$ cat config.mk
export PLATFORM = sky130hd
export DESIGN_NAME = whack_game_controller
export DESIGN_NICKNAME = d
export VERILOG_FILES = /design/src/rtl/whack_game_controller.sv
export SDC_FILE = /design/constraint.sdc
export NUM_CORES = 1
export LEC_CHECK = 0
export ABC_AREA = 1
export BUFFER_PORTS_ARGS = -buffer_cell sky130_fd_sc_hd__buf_2
export CAP_MARGIN = 20
export CORE_ASPECT_RATIO = 0.9
export CORE_MARGIN = 1
export CORE_UTILIZATION = 62
export DETAILED_ROUTE_END_ITERATION = 8
export GPL_ROUTABILITY_DRIVEN = 0
export PLACE_DENSITY = 0.89
export SYNTH_ARGS = -nofsm -noshare
export SYNTH_HDL_FRONTEND = slang
export SYNTH_SLANG_ARGS = --single-unit
$ cat constraint.sdc
create_clock -name clk -period 6.5 [get_ports clk]
set_input_delay 0.325 -clock clk [delete_from_list [all_inputs] [get_ports clk]]
set_output_delay 0.325 -clock clk [all_outputs]
set_load 0.03 [all_outputs]
$ cat src/rtl/whack_game_controller.sv
// Whack-a-mole sequencer: start countdown, pseudo-random mole spawn,
// hit/penalty/miss scoring and the game timer, paced by an external tick.
// Ports: clk, rst (async, active-high), tick, start_btn, whack[NUM_HOLES]
// in; mole[NUM_HOLES], score[8], time_left[8], hit_pulse, game_over,
// state[3] out. All outputs are registered.
module whack_game_controller #(
  parameter int unsigned NUM_HOLES   = 8,
  parameter int unsigned GAME_TICKS  = 60,
  parameter int unsigned MOLE_TICKS  = 2,
  parameter int unsigned START_TICKS = 3,
  parameter logic [7:0]  LFSR_SEED   = 8'hA5
) (
  input  logic                 clk,
  input  logic                 rst,
  input  logic                 tick,
  input  logic                 start_btn,
  input  logic [NUM_HOLES-1:0] whack,
  output logic [NUM_HOLES-1:0] mole,
  output logic [7:0]           score,
  output logic [7:0]           time_left,
  output logic                 hit_pulse,
  output logic                 game_over,
  output logic [2:0]           state
);

  typedef enum logic [2:0] {
    S_IDLE   = 3'd0,
    S_COUNT  = 3'd1,
    S_SPAWN  = 3'd2,
    S_ACTIVE = 3'd3,
    S_OVER   = 3'd4
  } state_t;

  localparam logic [7:0] GT   = 8'(GAME_TICKS);
  localparam logic [7:0] STK  = 8'(START_TICKS);
  localparam logic [3:0] MT   = 4'(MOLE_TICKS);
  localparam logic [7:0] NH8  = 8'(NUM_HOLES);
  localparam logic [2:0] NHM1 = 3'(NUM_HOLES - 1);
  localparam logic [NUM_HOLES-1:0] ONE =
    {{(NUM_HOLES-1){1'b0}}, 1'b1};

  state_t st, st_n;

  logic                 start_q, start_r;
  logic [NUM_HOLES-1:0] whack_q, whack_r;
  logic [7:0]           lfsr;
  logic                 lfsr_fb;

  logic [2:0]           prev_hole, prev_n;
  logic [2:0]           hole_raw, hole;
  logic [3:0]           mtimer, mtimer_n;
  logic [NUM_HOLES-1:0] mole_n;
  logic [7:0]           score_n, tl_n;
  logic [7:0]           score_inc, score_dec;
  logic                 hit_n, hit, wrong;

  // Rises are registered so the FSM always sees a clean
  // one-cycle strobe: pin-to-score latency is two cycles.
  assign lfsr_fb = lfsr[7] ^ lfsr[5] ^ lfsr[4] ^ lfsr[3];

  always_ff @(posedge clk or posedge rst) begin
    if (rst) begin
      start_q <= 1'b0;
      start_r <= 1'b0;
      whack_q <= '0;
      whack_r <= '0;
      lfsr    <= LFSR_SEED;
    end else begin
      start_q <= start_btn;
      start_r <= start_btn & ~start_q;
      whack_q <= whack;
      whack_r <= whack & ~whack_q;
      lfsr    <= {lfsr[6:0], lfsr_fb};
    end
  end

  // Never raise the same hole twice in a row.
  assign hole_raw = 3'(lfsr % NH8);

  always_comb begin
    hole = hole_raw;
    if (hole_raw == prev_hole) begin
      hole = (hole_raw == NHM1) ? 3'd0 : hole_raw + 3'd1;
    end
  end

  assign hit   = |(whack_r & mole);
  assign wrong = (|whack_r) & ~hit;

  assign score_inc = (score == 8'hFF) ? score : score + 8'd1;
  assign score_dec = (score == 8'h00) ? score : score - 8'd1;

  always_ff @(posedge clk or posedge rst) begin
    if (rst) begin
      st        <= S_IDLE;
      mole      <= '0;
      score     <= '0;
      time_left <= '0;
      hit_pulse <= 1'b0;
      game_over <= 1'b0;
      prev_hole <= '0;
      mtimer    <= '0;
    end else begin
      st        <= st_n;
      mole      <= mole_n;
      score     <= score_n;
      time_left <= tl_n;
      hit_pulse <= hit_n;
      game_over <= (st_n == S_OVER);
      prev_hole <= prev_n;
      mtimer    <= mtimer_n;
    end
  end

  always_comb begin
    st_n     = st;
    mole_n   = mole;
    score_n  = score;
    tl_n     = time_left;
    prev_n   = prev_hole;
    mtimer_n = mtimer;
    hit_n    = 1'b0;
    unique case (st)
      S_IDLE: begin
        mole_n = '0;
        if (start_r) begin
          st_n    = S_COUNT;
          score_n = '0;
          tl_n    = STK;
        end
      end
      S_COUNT: begin
        mole_n = '0;
        if (tick) begin
          if (time_left == 8'd1) begin
            st_n = S_SPAWN;
            tl_n = GT;
          end else begin
            tl_n = time_left - 8'd1;
          end
        end
      end
      S_SPAWN: begin
        mole_n   = ONE << hole;
        prev_n   = hole;
        mtimer_n = MT;
        st_n     = S_ACTIVE;
        if (tick) begin
          tl_n = time_left - 8'd1;
          // Game ran out before the mole came up.
          if (time_left == 8'd1) begin
            mole_n = '0;
            prev_n = prev_hole;
            st_n   = S_OVER;
          end
        end
      end
      S_ACTIVE: begin
        if (hit) begin
          score_n = score_inc;
          hit_n   = 1'b1;
          mole_n  = '0;
          st_n    = S_SPAWN;
        end else if (wrong) begin
          score_n = score_dec;
        end
        if (tick) begin
          mtimer_n = mtimer - 4'd1;
          if (mtimer == 4'd1) begin
            mole_n = '0;
            st_n   = S_SPAWN;
          end
          // Game end overrides hit and miss exits.
          tl_n = time_left - 8'd1;
          if (time_left == 8'd1) begin
            mole_n = '0;
            st_n   = S_OVER;
          end
        end
      end
      S_OVER: begin
        mole_n = '0;
        if (start_r) begin
          st_n    = S_COUNT;
          score_n = '0;
          tl_n    = STK;
        end
      end
      default: begin
        st_n   = S_IDLE;
        mole_n = '0;
      end
    endcase
  end

  assign state = st;

endmodule

---- Word level (Yosys, flattened, before mapping) ----
Cells that the tools add are included.
storage, ports and cells
  register bits after elaboration ......... 62
  input bits .............................. 12
  output and inout bits ................... 29
  word-level logic and storage cells ...... 96
operators by class
  add/subtract/negate cells ............... 5
  equal/unequal tests ..................... 18
  shift operators ......................... 1
  multiplexer cells ....................... 36
  bitwise logic cells ..................... 10
  reduce and logical (&&, ||, !) cells .... 13
operators by type and width
  cell                   number
  $mux W8                15
  $mux W3                13
  $pmux W8 S2            2
  $pmux W8 S3            1
  $and A8 B8 Y8          2
  $reduce_or A8 Y1       2
  $sub A8 B1 Y8 const B  2
  $pmux W3 S4            1
  $eq A3 B3 Y1 const B   3
  $ne A3 B3 Y1 const B   3
  $add A8 B1 Y8 const B  1
  $eq A8 B1 Y1 const B   1
  $eq A8 B8 Y1 const B   1
  $logic_not A8 Y1       1
  $not A8 Y8             1
  $pmux W4 S2            1
  $shl A1 B3 Y8 const A  1
  $eq A3 B2 Y1 const B   2
  $ne A2 B2 Y1 const B   3
  $reduce_and A5 Y1      1
  $eq A4 B1 Y1 const B   1
  $mux W4                1
  $ne A2 B1 Y1 const B   2
  $reduce_and A2 Y1      2
  13 further kinds       20

---- Depth between registers and ports, before layout ----
Gate-level depths: netlist (run 1).
  depth in word-level cells ............... 8
  depth in mapped cells ................... 15
  depth with buffers taken out ............ 15

---- Least setup slack after synthesis (run 1) ----
Ideal clock, no wire load.
  path kind ............................... register -> register
  from .................................... register mole[6]
  to ...................................... register score[5]
  arrival ................................. 2176 ps
  required time ........................... 6435 ps
  slack ................................... 4258 ps
  stages on the path, launching flop included .. 14
  buffers on the path ..................... 0
  clock period less this slack ............ 2242 ps
  path through ............................ dfrtp_1 nand2_1 nand2_1 nor2_2 nand2_1 inv_1 ha_1 or2_2 nand3_1 nand2_1 nand2_1 nor3b_1 nand2_1 nand2_1
on the way
  cells in the longest elaborated chain, start to end .. 6
RTL lines
  element                      line  source
  start: declaration           18    output logic [NUM_HOLES-1:0] mole,
  start signal: assignment     105   mole <= mole_n;
  $and A8 B8 Y8 (*)            87    assign hit = |(whack_r & mole);
  $reduce_or A8 Y1 (*)         87
  $not A1 Y1                   88    assign wrong = (|whack_r) & ~hit;
  $and A1 B1 Y1                88
  $ne A3 B3 Y1 (no line)       n/a
  $reduce_and A5 Y1 (no line)  n/a
  end signal: assignment       106   score <= score_n;
  end: declaration             19    output logic [7:0] score,
Every way passes the cells marked *; elsewhere a longest branch is shown, timed or not.
A chain may end at the register's enable or synchronous reset.

---- Worst setup path after layout (run 1) ----
  from .................................... register mole[4]
  to ...................................... register score[7]
Same word-level chain as after synthesis.

==> results_tabular.tex, run 1 <==
\begin{tabular}{lr}
\hline
Metric & Value \\
\hline
\multicolumn{2}{l}{\textbf{Run status}} \\
Result of the run & finished, final reports clean \\
\multicolumn{2}{l}{\textbf{Power and ir drop}} \\
Power per standard cell area & 450.9 nW/µm² \\
Part of the total power dissipated in combinational logic & between 40\% and 50\% \\
Switching power as a share of total power & $\sim$45\% \\
Switching power & approximately 750 µW \\
Proportion of power drawn by flip-flops and latches & 32.2\% \\
Cell internal power dissipation & $\sim$910 µW \\
VDD IR max & 273.0 µV \\
Standby leakage power & just under 2 nW \\
Clock share of power & about a fifth \\
\multicolumn{2}{l}{\textbf{Clocking}} \\
Buffer count from post-CTS setup fixing & 0 \\
Root Buffer & clkbuf\_8 \\
Clock Sinks & 62 \\
Clk\_lat worst skew & approximately 0.35 ns \\
Inserted Clock Buffers & 9 \\
Number of levels the H-tree was split into & 3 \\
Clock tree from TritonCTS & done \\
Post-CTS sizing & 0 \\
Clock transition time at the flip-flop clock pins of the worst setup and hold paths & $\sim$0.070 ns \\
Number of buffers added to fix hold violations after cts & 1 \\
Clock Path Buffers & 2 \\
\multicolumn{2}{l}{\textbf{Global route}} \\
Wire length of the first global-routing pass & approximately 11000 µm \\
Overflow left after global routing & 0 \\
Number of antenna violations at the first check in global routing & 0 \\
Pin count of the biggest net entering global routing & 55 \\
Vias in the first global route & around 2.4k \\
Total global-route track usage & 26.35\% \\
\multicolumn{2}{l}{\textbf{Layout}} \\
Share of cells above drive strength 1 & 23.38\% \\
Final instance area & 3672 µm² \\
Fill count & 353 \\
Net count reported at finish & 452 \\
Antenna cells & 0 \\
Synthesis-to-finish area growth & 15.37\% \\
\multicolumn{2}{l}{\textbf{Synth}} \\
Number of distinct library cell variants in the gate-level netlist after synthesis & 37 \\
Post-Syn Area per Cell & approximately 8.5 µm² \\
Number of instances in the synthesized netlist & about 380 \\
Mapped Nets & 401 \\
Number of warnings reported in the yosys synthesis log & 0 \\
Netlist area before placement & 3183 µm² \\
Fraction of post-synthesis cell area in the top cell type by area & 45.60\% \\
Proportion of synthesized chip area in sequential cells & 48.90\% \\
Flop and latch count out of synthesis & between 60 and 70 \\
Cell type with the highest aggregate area in the netlist & dfrtp\_1 \\
Main area contributors after synthesis & dfrtp\_1, nand2\_1, nor2\_1 \\
\multicolumn{2}{l}{\textbf{STA}} \\
Fin Hold WS & $\sim$0.095 ns \\
RSZ-0062 raised after global routing & no \\
Max frequency & roughly 0.43 GHz \\
Max transition margin & a little under three fifths \\
Transition time at the pin with the least slew margin & around 0.67 ns \\
Minimum clock period & roughly 2.3 ns \\
Hold Violations, Final & 0 \\
Total count of max-transition violations in the final report & 0 \\
Post-route fraction of the period consumed by the critical path & a little over a third \\
Setup TNS Final & 0 ns \\
Final setup violation count & 0 \\
Skew final & between 0.008 and 0.009 ns \\
\multicolumn{2}{l}{\textbf{Critical path}} \\
Worst Path Arrival & around 2.6 ns \\
Type of the setup path with the least slack & flop to flop \\
Critical path required time & 6.79 ns \\
Top fanout value on the critical path & 7 \\
Crit end category & flop \\
Kind of start point of the critical path & flop \\
\multicolumn{2}{l}{\textbf{Place}} \\
Total cell area at the placement stage & 3456 µm² \\
Count of input and output buffers & 40 \\
Detailed placer's ending HPWL & approximately 4500 µm \\
\multicolumn{2}{l}{\textbf{Drt}} \\
Detailed Route WL & about 6200 µm \\
DR vias/cell & $\sim$5.1 \\
Post-detailed-route DRC marker count & 0 \\
Post-detailed-route count of antenna-violating nets & 0 \\
Detailed-routing iteration count for the pre-antenna-repair pass & 4 \\
Total vias in the final route & roughly 2.5k \\
Drt wl/cell & around 13 µm \\
Initial DRC count & between 150 and 200 \\
\multicolumn{2}{l}{\textbf{Die}} \\
Initial standard-cell utilization of the core & about two thirds \\
Overall die area & about 5400 µm² \\
Number of core rows & 24 \\
Die boundary width & between 70 and 80 µm \\
Die Y & roughly 70 µm \\
Num ports & 41 \\
Core box area & just under 5000 µm² \\
\multicolumn{2}{l}{\textbf{Min path}} \\
Type of the tightest min-delay check & primary input to flop \\
\multicolumn{2}{l}{\textbf{Run}} \\
Max\_cap viols & 0 \\
\hline
\end{tabular}
==> power groups by stage <==
stage | sequential, mW | combinational [mW] | clock (mW)
after global placement | 0.534 | 0.745 | 0
after floorplan | 0.621 | 0.520 | 0
after CTS | 0.533 | 0.775 | 0.352
after global routing | 0.544 | 0.877 | 0.372
after detailed placement | 0.538 | 0.769 | 0
final | 0.533 | 0.779 | 0.344
==> through the flow <==
step	total power, mW	util, %	setup slack, ns	std cells
4_1_cts	1.660	75.03	4.164	497
5_1_grt	1.792	75.03	3.891	497
3_5_place_dp	1.307	70.60	4.190	480
2_1_floorplan	1.141	-	4.258	376
6_report	1.656	75.03	4.151	497
3_3_place_gp	1.279	70.60	4.277	480
==> synth_stat cells <==
cell and number:
inv_1 46, a22oi_1 2, buf_6 1, o31ai_1 1, xor2_1 4, nand2_1 101
nor3_1 2, o32ai_1 2, nand3_2 6, o22ai_1 2, inv_2 7, o21ai_2 5
a31o_2 1, nand4_1 5, nor3b_1 2, nor2_2 9, nand2_4 1, nand3b_1 2
a21oi_1 6, dfrtp_1 58, a21oi_2 1, nand2_2 3, dfstp_2 4, or2_2 1
clkinv_1 1, ha_1 12, nor2_4 4, a211o_1 1, nor2_1 47, o21ai_0 12
a21boi_2 1, fa_1 1, nand3_1 14, o21a_1 1, buf_2 1, and3_1 1
xnor2_1 8
==> layer usage <==
| layer | up-vias | track usage [%] | wire length, µm |
|---|---|---|---|
| met5 | - | 0 | 0 |
| met4 | 0 | 10.69 | 121 |
| met3 | 14 | 7.712 | 307 |
| met2 | 59 | 39.63 | 2909 |
| met1 | 1161 | 35.95 | 2906 |
| li1 | 1285 | - | - |
==> state kept, by name, indices dropped and copies added (netlist names) <==
signal	count
state	3
whack_r	8
time_left	8
whack_q	8
lfsr	8
prev_hole	3
game_over	1
mole	8
start_r	1
hit_pulse	1
start_q	1
mtimer	4
score	8
==> cell type report <==
type | instances | area (µm²) | area share, %
Sequential cell | 62 | 1556 | 42.38
Multi-Input combinational cell | 258 | 1408 | 38.33
Clock buffer | 10 | 137.6 | 3.748
Clock inverter | 6 | 68.82 | 1.874
Timing Repair Buffer | 42 | 217.7 | 5.928
Tap cell | 65 | 81.33 | 2.215
Inverter | 54 | 202.7 | 5.520
==> cell usage in the layout (no fill, tap or decap), types with 9 or more instances in the layout <==
master | synthesis | routed
inv_1 | 46 | 45
nand3_1 | 14 | 14
nor2_2 | 9 | 9
dfrtp_1 | 58 | 58
ha_1 | 12 | 12
clkbuf_8 | 0 | 10
nand2_1 | 101 | 101
o21ai_0 | 12 | 12
buf_2 | 1 | 40
nor2_1 | 47 | 47
==> worst paths after layout <==
path / startpoint / to / slack, ns / depth (start not counted)
worst max-delay path: mole[4] / score[7] / 4.15 / 14
worst min-delay path: whack[3] / whack_q[3] / 0.09 / 1
worst max register to register: mole[4] / score[7] / 4.15 / 14
worst min register to register: lfsr[6] / lfsr[7] / 0.36 / 0
max in group asynchronous: rst / prev_hole[1] / 5.19 / 4
min in group asynchronous: rst / lfsr[6] / 0.41 / 3
==> logic make-up after synthesis <==
family | Yosys count | share of synthesized area (%)
XOR/XNOR | 12 | 3.302
AND/OR/NAND/NOR | 198 | 28.30
buffers and inverters | 56 | 6.879
flip-flops | 62 | 48.90
AO/OA/AOI/OAI | 35 | 7.272
adder cells (fa/ha/maj) | 13 | 5.346
==> critical path: stages (launching register included) <==
cell and delay [ns]:
dfrtp_1 0.40, nand2_1 0.07, nand2_1 0.06, nor2_2 0.19, nand2_1 0.18, inv_1 0.23, ha_1 0.31, or2_2 0.33
nand2_1 0.12, nor2_1 0.05, nor2_1 0.09, nand3_1 0.07, nand2_1 0.06, nand3_1 0.07, nand2_1 0.07
(Power assumes the default switching activity.)
==> run 2: changes to the inputs <==
- ABC_AREA: 1 -> 0
- CORE_UTILIZATION: 62 -> 51
- PLACE_DENSITY: 0.89 -> 0.79
- clock period: 6.5 -> 2 ns (I/O delays scaled with it)
==> results_tabular.tex, run 2 <==
\begin{tabular}{lr}
\hline
Metric & Value \\
\hline
\multicolumn{2}{l}{\textbf{Layout}} \\
Highest-count cells in the layout ignoring fill and taps & dfrtp\_1, buf\_4, buf\_2 \\
Net count reported at finish & 406 (-10\%) \\
Antenna cells & 0 (unchanged) \\
Share of cells above drive strength 1 & 42.23\% (+19 points) \\
Final non-filler cell total & 456 (-8.2\%) \\
Synthesis-to-finish area growth & 40.71\% \\
\multicolumn{2}{l}{\textbf{Critical path}} \\
Critical path required time & 2.23 ns (-4.56 ns) \\
Kind of start point of the critical path & flop \\
Type of the setup path with the least slack & flop to flop \\
Worst Path Arrival & 2.55 ns (-0.08 ns) \\
Crit end category & flop \\
Top fanout value on the critical path & 8 (+1) \\
\multicolumn{2}{l}{\textbf{Drt}} \\
Drt wl/cell & 17.60 µm (+40\%) \\
Detailed-routing iteration count for the pre-antenna-repair pass & 4 (unchanged) \\
DR vias/cell & 5.798 (+14\%) \\
Initial DRC count & 122 (-22\%) \\
Post-detailed-route count of antenna-violating nets & 0 (unchanged) \\
Post-detailed-route DRC marker count & 0 (unchanged) \\
Total vias in the final route & 2644 (+5.0\%) \\
Detailed Route WL & 8024 µm (+29\%) \\
\multicolumn{2}{l}{\textbf{Synth}} \\
Most used DFF post-synth & dfrtp\_1 \\
Proportion of synthesized chip area in sequential cells & 51.94\% (+3.0 points) \\
Async set or reset register ratio after synthesis & 100.0\% (unchanged) \\
Cell type with the highest aggregate area in the netlist & dfrtp\_1 \\
Netlist area before placement & 2997 µm² (-5.9\%) \\
Fraction of post-synthesis cell area in the top cell type by area & 48.43\% (+2.8 points) \\
Number of instances in the synthesized netlist & 272 (-28\%) \\
Number of warnings reported in the yosys synthesis log & 0 (unchanged) \\
Dominant cell by count in the synthesized netlist & dfrtp\_1 \\
Number of enable flip-flop cells after synthesis & 0 (unchanged) \\
Main area contributors after synthesis & dfrtp\_1, ha\_1, dfstp\_2 \\
Post-Syn Area per Cell & 11.02 µm² (+30\%) \\
Flop and latch count out of synthesis & 62 (unchanged) \\
Mapped Nets & 297 (-26\%) \\
Number of distinct library cell variants in the gate-level netlist after synthesis & 56 (+51\%) \\
Synth top cells by count & dfrtp\_1, nor2\_1, nand2\_1, nand3\_1, nor2b\_1 \\
\multicolumn{2}{l}{\textbf{Clocking}} \\
Clock Path Buffers & 2 (unchanged) \\
Root Buffer & clkbuf\_8 \\
Clock Sinks & 62 (unchanged) \\
Number of levels the H-tree was split into & 3 (unchanged) \\
Clock tree from TritonCTS & done \\
Clock transition time at the flip-flop clock pins of the worst setup and hold paths & 0.07 ns (about the same) \\
Inserted Clock Buffers & 9 (unchanged) \\
Clk\_lat worst skew & 0.35 ns (about the same) \\
\multicolumn{2}{l}{\textbf{STA}} \\
Max transition margin & 62.80\% (+7.3 points) \\
Max frequency & 0.4304 GHz (+1.1\%) \\
Total count of max-transition violations in the final report & 0 (unchanged) \\
Fin Hold WS & 0.1959 ns (+0.1011 ns) \\
Hold Violations, Final & 0 (unchanged) \\
RSZ-0062 raised after global routing & yes \\
Minimum clock period & 2.323 ns (-0.02552 ns) \\
Post-route fraction of the period consumed by the critical path & 116.2\% (+80 points) \\
Final setup violation count & 7 (+7) \\
Least setup slack across all paths after layout & -0.3234 ns (-4.474 ns) \\
Skew final & 0.005217 ns (-0.003410 ns) \\
Transition time at the pin with the least slew margin & 0.5574 ns (-0.1099 ns) \\
\multicolumn{2}{l}{\textbf{Die}} \\
Die Y & 74.72 µm (+6.8\%) \\
Num ports & 41 (unchanged) \\
Initial standard-cell utilization of the core & 52.94\% (-12 points) \\
Core box area & 5660 µm² (+16\%) \\
Number of core rows & 26 (+8.3\%) \\
Overall die area & 6187 µm² (+14\%) \\
Die boundary width & 82.80 µm (+6.8\%) \\
\multicolumn{2}{l}{\textbf{Run status}} \\
Violations in the final reports & negative setup slack \\
Result of the run & finished, violations left \\
\multicolumn{2}{l}{\textbf{Global route}} \\
Wire length of the first global-routing pass & 11740 µm (+8.1\%) \\
Number of antenna violations at the first check in global routing & 0 (unchanged) \\
Vias in the first global route & 2492 (+4.2\%) \\
Total global-route track usage & 24.70\% (-1.6 points) \\
Overflow left after global routing & 0 (unchanged) \\
Pin count of the biggest net entering global routing & 24 (-56\%) \\
\multicolumn{2}{l}{\textbf{Place}} \\
Count of input and output buffers & 40 (unchanged) \\
Detailed placer's ending HPWL & 5128 µm (+13\%) \\
\# placed instances & 423 (-12\%) \\
\multicolumn{2}{l}{\textbf{Run}} \\
Max\_cap viols & 0 (unchanged) \\
\multicolumn{2}{l}{\textbf{Power and ir drop}} \\
Power per standard cell area & 1504 nW/µm² (+230\%) \\
VDD IR max & 941.6 µV (+240\%) \\
Standby leakage power & 1.972 nW (-0.78\%) \\
Overall power of the completed layout & 6.344 mW (+280\%) \\
\multicolumn{2}{l}{\textbf{Min path}} \\
Type of the tightest min-delay check & primary input to flop \\
\hline
\end{tabular}
## run 2: changes by cell type after synthesis, sizes merged, moves of 5 or more
| cell | before | now |
|---|---|---|
| inv | 53 | 11 |
| nand2 | 105 | 15 |
| mux2i | 0 | 5 |
| nand3 | 20 | 14 |
| nor3 | 2 | 11 |
| a22o | 0 | 5 |
| o21ai | 17 | 11 |
| a32o | 0 | 5 |
| nor2 | 60 | 18 |
| nor2b | 0 | 14 |
## run 2: worst paths after layout
check                      startpoint        end  slack (ns)  depth (start not counted)
max in group asynchronous         rst    lfsr[5]        0.94                          4
setup / recovery              mole[6]   score[7]       -0.32                          9
hold / removal                   tick  mtimer[1]        0.20                          4
setup reg to reg              mole[6]   score[7]       -0.32                          9
hold reg to reg               lfsr[6]    lfsr[7]        0.36                          0
min in group asynchronous         rst   score[4]        0.32                          3
## run 2: where the power goes
group | leakage [nW] | switching [mW] | total [mW] | internal, mW
Clock | 0.0955 | 0.510 | 1.12 | 0.609
Sequential | 0.761 | 0.218 | 1.74 | 1.52
Combinational | 1.11 | 1.94 | 3.49 | 1.55
Total | 1.97 | 2.67 | 6.34 | 3.68
## run 2: layer usage
metal	track usage [%]	part of all wire, %	vias up
met1	30.14	42	1316
met5	0	0	-
met3	6.031	4.4	19
met4	12.64	2.5	0
li1	-	-	1223
met2	41.99	51	86
## run 2: cell type report
type / count / area (µm²)
flip-flops and latches: 62 / 1567
multi-input cells: 190 / 1553
fillers: 365 / 1444
repair buffers: 107 / 763.2
clock buffers: 11 / 141.4
well taps: 70 / 87.58
clock inverters: 5 / 58.81
inverters: 11 / 46.29
## run 2: timing repair
item | in CTS | in global routing
gates resized for setup | 18 | 20
setup buffers | 4 | 3
hold buffers | 10 | 0
pin swaps | 8 | 9
endpoints found under the setup margin | 10 | 19
hold endpoints to repair | 37 | 0
## run 2: critical path, cell delays in order, from the launching register on
cell and delay [ns]:
dfrtp_2 0.41, a22oi_2 0.21, and4_4 0.26, buf_12 0.14, ha_4 0.22, a21oi_4 0.18, o2111ai_2 0.14, o211ai_1 0.21
mux2i_1 0.29, o211ai_2 0.12
## run 2: cells by family (layout without fill, tap and decap cells)
logic type,after synthesis,in the layout,share of synthesized area [%]
multiplexers,6,6,2.046
adder cells (fa/ha/maj),13,13,5.678
flip-flops,62,62,51.94
buffers and inverters,20,134,3.716
XOR/XNOR,10,10,2.923
AND/OR/NAND/NOR,97,97,17.87
AO/OA/AOI/OAI,64,64,15.82
## run 2: through the flow
step           setup TNS, ns  instance area (µm²)  util, %  setup slack [ns]
2_1_floorplan        -0.4555                 3044        -           -0.1997
3_3_place_gp         -0.7031                 3655    64.57           -0.2136
3_5_place_dp          -1.483                 3655    64.57           -0.3084
4_1_cts              -0.7370                 4075    71.99           -0.2225
5_1_grt               -1.665                 4217    74.49           -0.3946
6_report              -1.330                 4217    74.49           -0.3234
